$ cat src/rtl/dmem_arbiter_if.sv
// -----------------------------------------------------------------------------
// dmem_arbiter_if
// Bundles the signals that connect the CPU memory stage, the loader/debug
// engine and the single-port data memory to dmem_arbiter.
//   cpu*  : CPU request fields in; grant, stall and read return out
//   ld*   : loader request fields and burst lock in; grant and read return out
//   mem*  : address, write data and write enable out; read data in
//   conflictCount : contention statistic out
// Modports: slave  = arbiter side
//           master = requesters/memory side (testbench or surrounding SoC)
// -----------------------------------------------------------------------------
interface dmem_arbiter_if #(
  parameter int ADDR_W = 11,
  parameter int DATA_W = 16
);
  logic              cpuReq;
  logic              cpuWrite;
  logic [ADDR_W-1:0] cpuAdrx;
  logic [DATA_W-1:0] cpuWrData;
  logic              cpuGnt;
  logic              cpuStall;
  logic              cpuRdValid;
  logic [DATA_W-1:0] cpuRdData;

  logic              ldReq;
  logic              ldWrite;
  logic [ADDR_W-1:0] ldAdrx;
  logic [DATA_W-1:0] ldWrData;
  logic              ldLock;
  logic              ldGnt;
  logic              ldRdValid;
  logic [DATA_W-1:0] ldRdData;

  logic [ADDR_W-1:0] memAdrx;
  logic [DATA_W-1:0] memDataIn;
  logic              memWrite;
  logic [DATA_W-1:0] memDataOut;

  logic [15:0]       conflictCount;

  modport slave (
    input  cpuReq, cpuWrite, cpuAdrx, cpuWrData,
    output cpuGnt, cpuStall, cpuRdValid, cpuRdData,
    input  ldReq, ldWrite, ldAdrx, ldWrData, ldLock,
    output ldGnt, ldRdValid, ldRdData,
    output memAdrx, memDataIn, memWrite,
    input  memDataOut,
    output conflictCount
  );

  modport master (
    output cpuReq, cpuWrite, cpuAdrx, cpuWrData,
    input  cpuGnt, cpuStall, cpuRdValid, cpuRdData,
    output ldReq, ldWrite, ldAdrx, ldWrData, ldLock,
    input  ldGnt, ldRdValid, ldRdData,
    input  memAdrx, memDataIn, memWrite,
    output memDataOut,
    input  conflictCount
  );
endinterface

$ cat src/rtl/dmem_arbiter.sv
// -----------------------------------------------------------------------------
// dmem_arbiter
// Shares the single-port data memory between the CPU memory stage (priority)
// and the loader/debug engine. The loader is forced through after MAX_WAIT
// denied cycles, may hold a bounded burst lock of up to LOCK_MAX cycles, and
// read data (1-cycle memory latency) is returned to whichever side issued it.
// Ports:
//   clk    : system clock
//   reset  : asynchronous active-low reset; all outputs are 0 while low
//   bus    : dmem_arbiter_if.slave (cpu*, ld*, mem*, conflictCount)
// Optional build macro:
//   DMEM_ARB_STATS_EN : when defined, conflictCount counts cycles in which
//                       both sides request (saturating); otherwise it is 0.
// -----------------------------------------------------------------------------
module dmem_arbiter #(
  parameter int ADDR_W   = 11,
  parameter int DATA_W   = 16,
  parameter int MAX_WAIT = 4,
  parameter int LOCK_MAX = 8
) (
  input  logic             clk,
  input  logic             reset,
  dmem_arbiter_if.slave    bus
);

  localparam int SW = $clog2(MAX_WAIT + 1);
  localparam int LW = $clog2(LOCK_MAX + 1);

  typedef enum logic {ARB = 1'b0, LOCK = 1'b1} state_e;

  state_e          state_q, state_d;
  logic [SW-1:0]   starve_q, starve_d;
  logic [LW-1:0]   lock_q, lock_d;
  logic            relock_q, relock_d;
  logic            tag_vld_q, tag_vld_d;
  logic            tag_id_q, tag_id_d;   // 0 = CPU, 1 = loader
  logic            cpu_gnt, ld_gnt;

  always_comb begin
    state_d  = state_q;
    starve_d = starve_q;
    lock_d   = lock_q;
    relock_d = relock_q;
    cpu_gnt  = 1'b0;
    ld_gnt   = 1'b0;

    case (state_q)
      ARB: begin
        if (bus.ldReq && (!bus.cpuReq || starve_q == SW'(MAX_WAIT))) ld_gnt = 1'b1;
        else if (bus.cpuReq)                                         cpu_gnt = 1'b1;
        if (ld_gnt && bus.ldLock && !relock_q) begin
          state_d = LOCK;
          lock_d  = LW'(1);
        end
      end
      LOCK: begin
        if (bus.ldReq)       ld_gnt  = 1'b1;
        else if (bus.cpuReq) cpu_gnt = 1'b1;
        if (!bus.ldLock || !bus.ldReq) begin
          state_d = ARB;
          lock_d  = '0;
        end else if (lock_q + LW'(1) == LW'(LOCK_MAX)) begin
          // Burst hit its limit: give the CPU a chance before any relock.
          state_d  = ARB;
          lock_d   = '0;
          relock_d = 1'b1;
        end else begin
          lock_d = lock_q + LW'(1);
        end
      end
      default: state_d = ARB;
    endcase

    if (bus.ldReq && !ld_gnt)
      starve_d = (starve_q == SW'(MAX_WAIT)) ? starve_q : starve_q + SW'(1);
    else
      starve_d = '0;

    // Any cycle with the lock request released re-arms locking.
    if (!bus.ldLock) relock_d = 1'b0;
  end

  // Read tag: remembers who owns the data the memory returns next cycle.
  always_comb begin
    tag_vld_d = (cpu_gnt && !bus.cpuWrite) || (ld_gnt && !bus.ldWrite);
    tag_id_d  = ld_gnt;
  end

  always_ff @(posedge clk or negedge reset) begin
    if (!reset) begin
      state_q   <= ARB;
      starve_q  <= '0;
      lock_q    <= '0;
      relock_q  <= 1'b0;
      tag_vld_q <= 1'b0;
      tag_id_q  <= 1'b0;
    end else begin
      state_q   <= state_d;
      starve_q  <= starve_d;
      lock_q    <= lock_d;
      relock_q  <= relock_d;
      tag_vld_q <= tag_vld_d;
      tag_id_q  <= tag_id_d;
    end
  end

  // Combinational outputs are gated by reset so nothing leaks while it is low.
  always_comb begin
    bus.cpuGnt     = reset & cpu_gnt;
    bus.ldGnt      = reset & ld_gnt;
    bus.cpuStall   = reset & bus.cpuReq & ~cpu_gnt;
    bus.memWrite   = 1'b0;
    bus.memAdrx    = '0;
    bus.memDataIn  = '0;
    if (reset && ld_gnt) begin
      bus.memWrite  = bus.ldWrite;
      bus.memAdrx   = bus.ldAdrx;
      bus.memDataIn = bus.ldWrData;
    end else if (reset && cpu_gnt) begin
      bus.memWrite  = bus.cpuWrite;
      bus.memAdrx   = bus.cpuAdrx;
      bus.memDataIn = bus.cpuWrData;
    end
    bus.cpuRdValid = reset & tag_vld_q & ~tag_id_q;
    bus.ldRdValid  = reset & tag_vld_q & tag_id_q;
    bus.cpuRdData  = bus.cpuRdValid ? bus.memDataOut : '0;
    bus.ldRdData   = bus.ldRdValid  ? bus.memDataOut : '0;
  end

`ifdef DMEM_ARB_STATS_EN
  logic [15:0] conflict_q, conflict_d;

  always_comb begin
    conflict_d = conflict_q;
    if (bus.cpuReq && bus.ldReq && conflict_q != 16'hFFFF)
      conflict_d = conflict_q + 16'd1;
  end

  always_ff @(posedge clk or negedge reset) begin
    if (!reset) conflict_q <= '0;
    else        conflict_q <= conflict_d;
  end

  assign bus.conflictCount = reset ? conflict_q : 16'd0;
`else
  assign bus.conflictCount = 16'd0;
`endif

endmodule
$ cat src/flat_wrapper.sv
// flat-port wrapper written by rule: the top's interface ports become plain ports
module dmem_arbiter_flat 
#(
  parameter int ADDR_W   = 11,
  parameter int DATA_W   = 16,
  parameter int MAX_WAIT = 4,
  parameter int LOCK_MAX = 8
)
  (clk, reset, bus_cpuReq, bus_cpuWrite, bus_cpuAdrx, bus_cpuWrData, bus_cpuGnt, bus_cpuStall, bus_cpuRdValid, bus_cpuRdData, bus_ldReq, bus_ldWrite, bus_ldAdrx, bus_ldWrData, bus_ldLock, bus_ldGnt, bus_ldRdValid, bus_ldRdData, bus_memAdrx, bus_memDataIn, bus_memWrite, bus_memDataOut, bus_conflictCount);
  dmem_arbiter_if #(.ADDR_W(ADDR_W), .DATA_W(DATA_W)) bus_i ();
  input  logic clk;
  input  logic reset;
  input wire logic [$bits(bus_i.cpuReq)-1:0] bus_cpuReq;
  input wire logic [$bits(bus_i.cpuWrite)-1:0] bus_cpuWrite;
  input wire logic [$bits(bus_i.cpuAdrx)-1:0] bus_cpuAdrx;
  input wire logic [$bits(bus_i.cpuWrData)-1:0] bus_cpuWrData;
  output wire logic [$bits(bus_i.cpuGnt)-1:0] bus_cpuGnt;
  output wire logic [$bits(bus_i.cpuStall)-1:0] bus_cpuStall;
  output wire logic [$bits(bus_i.cpuRdValid)-1:0] bus_cpuRdValid;
  output wire logic [$bits(bus_i.cpuRdData)-1:0] bus_cpuRdData;
  input wire logic [$bits(bus_i.ldReq)-1:0] bus_ldReq;
  input wire logic [$bits(bus_i.ldWrite)-1:0] bus_ldWrite;
  input wire logic [$bits(bus_i.ldAdrx)-1:0] bus_ldAdrx;
  input wire logic [$bits(bus_i.ldWrData)-1:0] bus_ldWrData;
  input wire logic [$bits(bus_i.ldLock)-1:0] bus_ldLock;
  output wire logic [$bits(bus_i.ldGnt)-1:0] bus_ldGnt;
  output wire logic [$bits(bus_i.ldRdValid)-1:0] bus_ldRdValid;
  output wire logic [$bits(bus_i.ldRdData)-1:0] bus_ldRdData;
  output wire logic [$bits(bus_i.memAdrx)-1:0] bus_memAdrx;
  output wire logic [$bits(bus_i.memDataIn)-1:0] bus_memDataIn;
  output wire logic [$bits(bus_i.memWrite)-1:0] bus_memWrite;
  input wire logic [$bits(bus_i.memDataOut)-1:0] bus_memDataOut;
  output wire logic [$bits(bus_i.conflictCount)-1:0] bus_conflictCount;
  assign bus_i.cpuReq = bus_cpuReq;
  assign bus_i.cpuWrite = bus_cpuWrite;
  assign bus_i.cpuAdrx = bus_cpuAdrx;
  assign bus_i.cpuWrData = bus_cpuWrData;
  assign bus_cpuGnt = bus_i.cpuGnt;
  assign bus_cpuStall = bus_i.cpuStall;
  assign bus_cpuRdValid = bus_i.cpuRdValid;
  assign bus_cpuRdData = bus_i.cpuRdData;
  assign bus_i.ldReq = bus_ldReq;
  assign bus_i.ldWrite = bus_ldWrite;
  assign bus_i.ldAdrx = bus_ldAdrx;
  assign bus_i.ldWrData = bus_ldWrData;
  assign bus_i.ldLock = bus_ldLock;
  assign bus_ldGnt = bus_i.ldGnt;
  assign bus_ldRdValid = bus_i.ldRdValid;
  assign bus_ldRdData = bus_i.ldRdData;
  assign bus_memAdrx = bus_i.memAdrx;
  assign bus_memDataIn = bus_i.memDataIn;
  assign bus_memWrite = bus_i.memWrite;
  assign bus_i.memDataOut = bus_memDataOut;
  assign bus_conflictCount = bus_i.conflictCount;
  dmem_arbiter #(.ADDR_W(ADDR_W), .DATA_W(DATA_W), .MAX_WAIT(MAX_WAIT), .LOCK_MAX(LOCK_MAX)) u_core (.clk(clk), .reset(reset), .bus(bus_i));
endmodule
$ cat config.mk
export PLATFORM = sky130hd
export DESIGN_NAME = dmem_arbiter_flat
export DESIGN_NICKNAME = d
export VERILOG_FILES = /design/src/rtl/dmem_arbiter_if.sv /design/src/rtl/dmem_arbiter.sv /design/src/flat_wrapper.sv
export SDC_FILE = /design/constraint.sdc
export NUM_CORES = 1
export LEC_CHECK = 0
export BUFFER_PORTS_ARGS = -buffer_cell sky130_fd_sc_hd__buf_2
export CAP_MARGIN = 0
export CORE_AREA = 8 8 77 65
export CTS_CLUSTER_SIZE = 8
export DETAILED_ROUTE_END_ITERATION = 6
export DIE_AREA = 0 0 85 73
export GPL_ROUTABILITY_DRIVEN = 0
export PLACE_DENSITY = 0.84
export SLEW_MARGIN = 20
export SYNTH_ARGS = -nofsm -noshare
export SYNTH_HDL_FRONTEND = slang
export SYNTH_SLANG_ARGS = --single-unit
$ cat constraint.sdc
create_clock -name clk -period 4.15 [get_ports clk]
set_clock_uncertainty 0.05 [all_clocks]
set_input_delay 0.415 -clock clk [delete_from_list [all_inputs] [get_ports clk]]
set_output_delay 0.415 -clock clk [all_outputs]
set_load 0.03 [all_outputs]
==> reports/qor.yml <==
synth_seq_cells: 11
drc: 0
cp.required_ps: 3680
min_period_ps: 2770
drive_gt1_share_pct: 52.3
critical_path.top_delay_family: "compound AO/OA/AOI/OAI gates"
finalHoldViolCount: 0
period_share_pct: 66.7
timing.fmax_mhz: 361
nNetsFinal: 364
start_kind: "flop"
status: "finished, final reports clean"
cts_sinks: 11
synth_top_cell_by_area: "dfrtp_1"
overflow: 0
pwr_density_cell_mw_per_mm2: 222
core_area_sq_mm: 0.00373
avgRoutedWirePerCell_um: 15.7
worst_skew_pair.late_latency_ps: 230
syn_area_sq_mm: 0.00126
slew_headroom_pct: 43.6
critPathKind: "flop to output pin"
detail-route-antenna-nets: 0
die_y_um: 73
grt_pass1_vias: 1392
synthTopCellsByArea: "dfrtp_1 22%, a22o_1 20%, and2_1 16%"
grt.total_usage_pct: 14.3
cap_violations: 0
hp-class: "input port to async pin"
path_buf_inv: 2
r2r_start: "u_core.starve_q[0]"
synth.avg_cell_area_sq_um: 8.45
r2r_setup_slack_ps: 2550
io_pins: 158
clockBufferDepth: 2
fin_hold_ws_ps: 13.9
root_buffer: "clkbuf_8"
antenna_found_initial: 0
rows: 20
area_growth_pct: 54.0
slowest_stage: "o211a_1"
worst_slack_ps: 1380
rsz0062_at_grt: "no"
path_depth: 6
n_fill_cell: 370
end_kind: "output pin"
place_area_sq_mm: 0.00189
p_leak_nw: 1.21
diodes: 0
clk_pin_slew_worst_paths_ps: 50
grt_pass1_wl_mm: 7.32
dpl.hpwl_mm: 4.44
r2r_end: "u_core.lock_q[0]"
crit_path_start: "u_core.starve_q[0]"
cts-htree-levels: 1
reg2reg_depth: 5
cp_cell_sequence: "inv_1 > ha_1 > and2_1 > o211a_1 > a22o_1 > buf_2"
grt_max_degree: 30
synth_top_area_share_pct: 21.9
stdcell_area_sq_mm: 0.00194
worst_slew_pin_slew_ps: 845
initial_core_util_pct: 33.8
cts-hold-fix-buffers: 0
setup_viol: 0
max-vdd-ir-drop_mv: 0.184
num_vias: 1529
vias_per_cell: 4.68
pre_cts_slack_ps: 1490
final_max_slew_viol_count: 0
numCtsBuffers: 3
synth.distinct_cells: 34
path_max_fanout: 29
cts_setup_buffers: 0
ctsResizeCount: 0
firstDrtPassIters: 5
drt-initial-drc-count: 46
cts_tree: "built"
ys.warnings.count: 0
endpoint: "bus_memDataIn[3]"
wirelength_mm: 5.13
dieArea_sq_mm: 0.00621
ys_seq_area_share_pct: 21.9
synthCells: 149
cpPeakStageDelay_ps: 740
arrival_ps: 2300
die_x_um: 85
setup_tns_ps: 0
port_buffers: 141
==> flip-flops by register name (all words and copies together), names as in the netlist <==
register	flops
u_core.tag_id_q	1
u_core.relock_q	1
u_core.tag_vld_q	1
u_core.lock_q	4
u_core.starve_q	3
u_core.state_q	1
==> synth_stat cells <==
cell	count
a21bo_2	1
a21boi_0	1
a21o_1	1
a21oi_1	3
a21oi_2	1
a22o_1	29
a311oi_1	1
and2_1	33
and3_1	3
buf_2	2
buf_4	18
buf_6	3
clkbuf_1	3
conb_1	1
dfrtp_1	11
ha_1	3
inv_1	4
mux2_2	1
mux2i_1	2
nand2_1	6
nand2b_1	2
nand2b_4	1
nand3_1	1
nand3b_1	3
nand4_1	1
nor2_1	4
nor3_1	1
nor3b_1	1
o211a_1	1
o21ai_0	2
o21bai_1	2
o221ai_1	1
o22ai_1	1
o32ai_1	1
==> layer usage <==
layer / GRT usage [%] / wire length (um) / vias up
li1: - / - / 770
met1: 16.2 / 2040 / 663
met2: 26.1 / 2570 / 92
met3: 4.72 / 502 / 4
met4: 1.77 / 23 / 0
met5: 0 / 0 / -
==> how the worst min path moves through the flow <==
| stage | endpoint | from | slack [ps] | depth (start not counted) |
|---|---|---|---|---|
| detailed placement | u_core.lock_q[3] | reset | 270 | 1 |
| finish | u_core.starve_q[2] | reset | 10 | 1 |
| global placement | u_core.lock_q[3] | reset | 260 | 1 |
| CTS | u_core.starve_q[2] | reset | 10 | 1 |
| floorplan | u_core.lock_q[0] | reset | 70 | 0 |
| global route | u_core.lock_q[3] | reset | 30 | 1 |
==> report_power, final <==
group | switching, mW | internal [mW]
combinational | 0.132 | 0.0736
clock | 0.0355 | 0.0670
sequential | 0.00805 | 0.114
total | 0.176 | 0.255
==> layout by cell type (no fill, tap or decap), drive strengths merged, types with 2 or more instances in the layout <==
cell,n
nand2b,3
and2,33
mux2i,2
a21oi,4
and3,3
dfrtp,11
conb,16
nand3b,3
inv,4
ha,3
nand2,6
o21bai,2
nor2,4
clkbuf,4
buf,141
o21ai,2
a22o,29
==> final cells by class <==
cell class | count | area (sq um) | area share (%)
Tap cell | 44 | 55.1 | 2.84
Multi-Input combinational cell | 123 | 842 | 43.4
Timing Repair Buffer | 141 | 706 | 36.4
Sequential cell | 11 | 275 | 14.2
Clock buffer | 4 | 45.0 | 2.32
Inverter | 4 | 15.0 | 0.775
==> logic make-up after synthesis <==
| group | Yosys count | share of synthesized area (%) |
|---|---|---|
| simple gates | 56 | 26.6 |
| compound gates | 45 | 29.4 |
| buf+inv | 30 | 16.3 |
| flops | 11 | 21.9 |
| mux | 3 | 2.49 |
| fa+ha+maj | 3 | 2.98 |
| other cells | 1 | 0.298 |
==> through the flow <==
| stage | util (%) | cells | total power [mW] |
|---|---|---|---|
| 6_report | 52.0 | 327 | 0.430 |
| 5_1_grt | 52.0 | 327 | 0.458 |
| 4_1_cts | 51.8 | 327 | 0.435 |
| 3_5_place_dp | 50.6 | 323 | 0.329 |
| 3_3_place_gp | 50.6 | 323 | 0.326 |
| 2_1_floorplan | - | 164 | 0.267 |
Note: power is estimated with default switching activity, not from simulation.
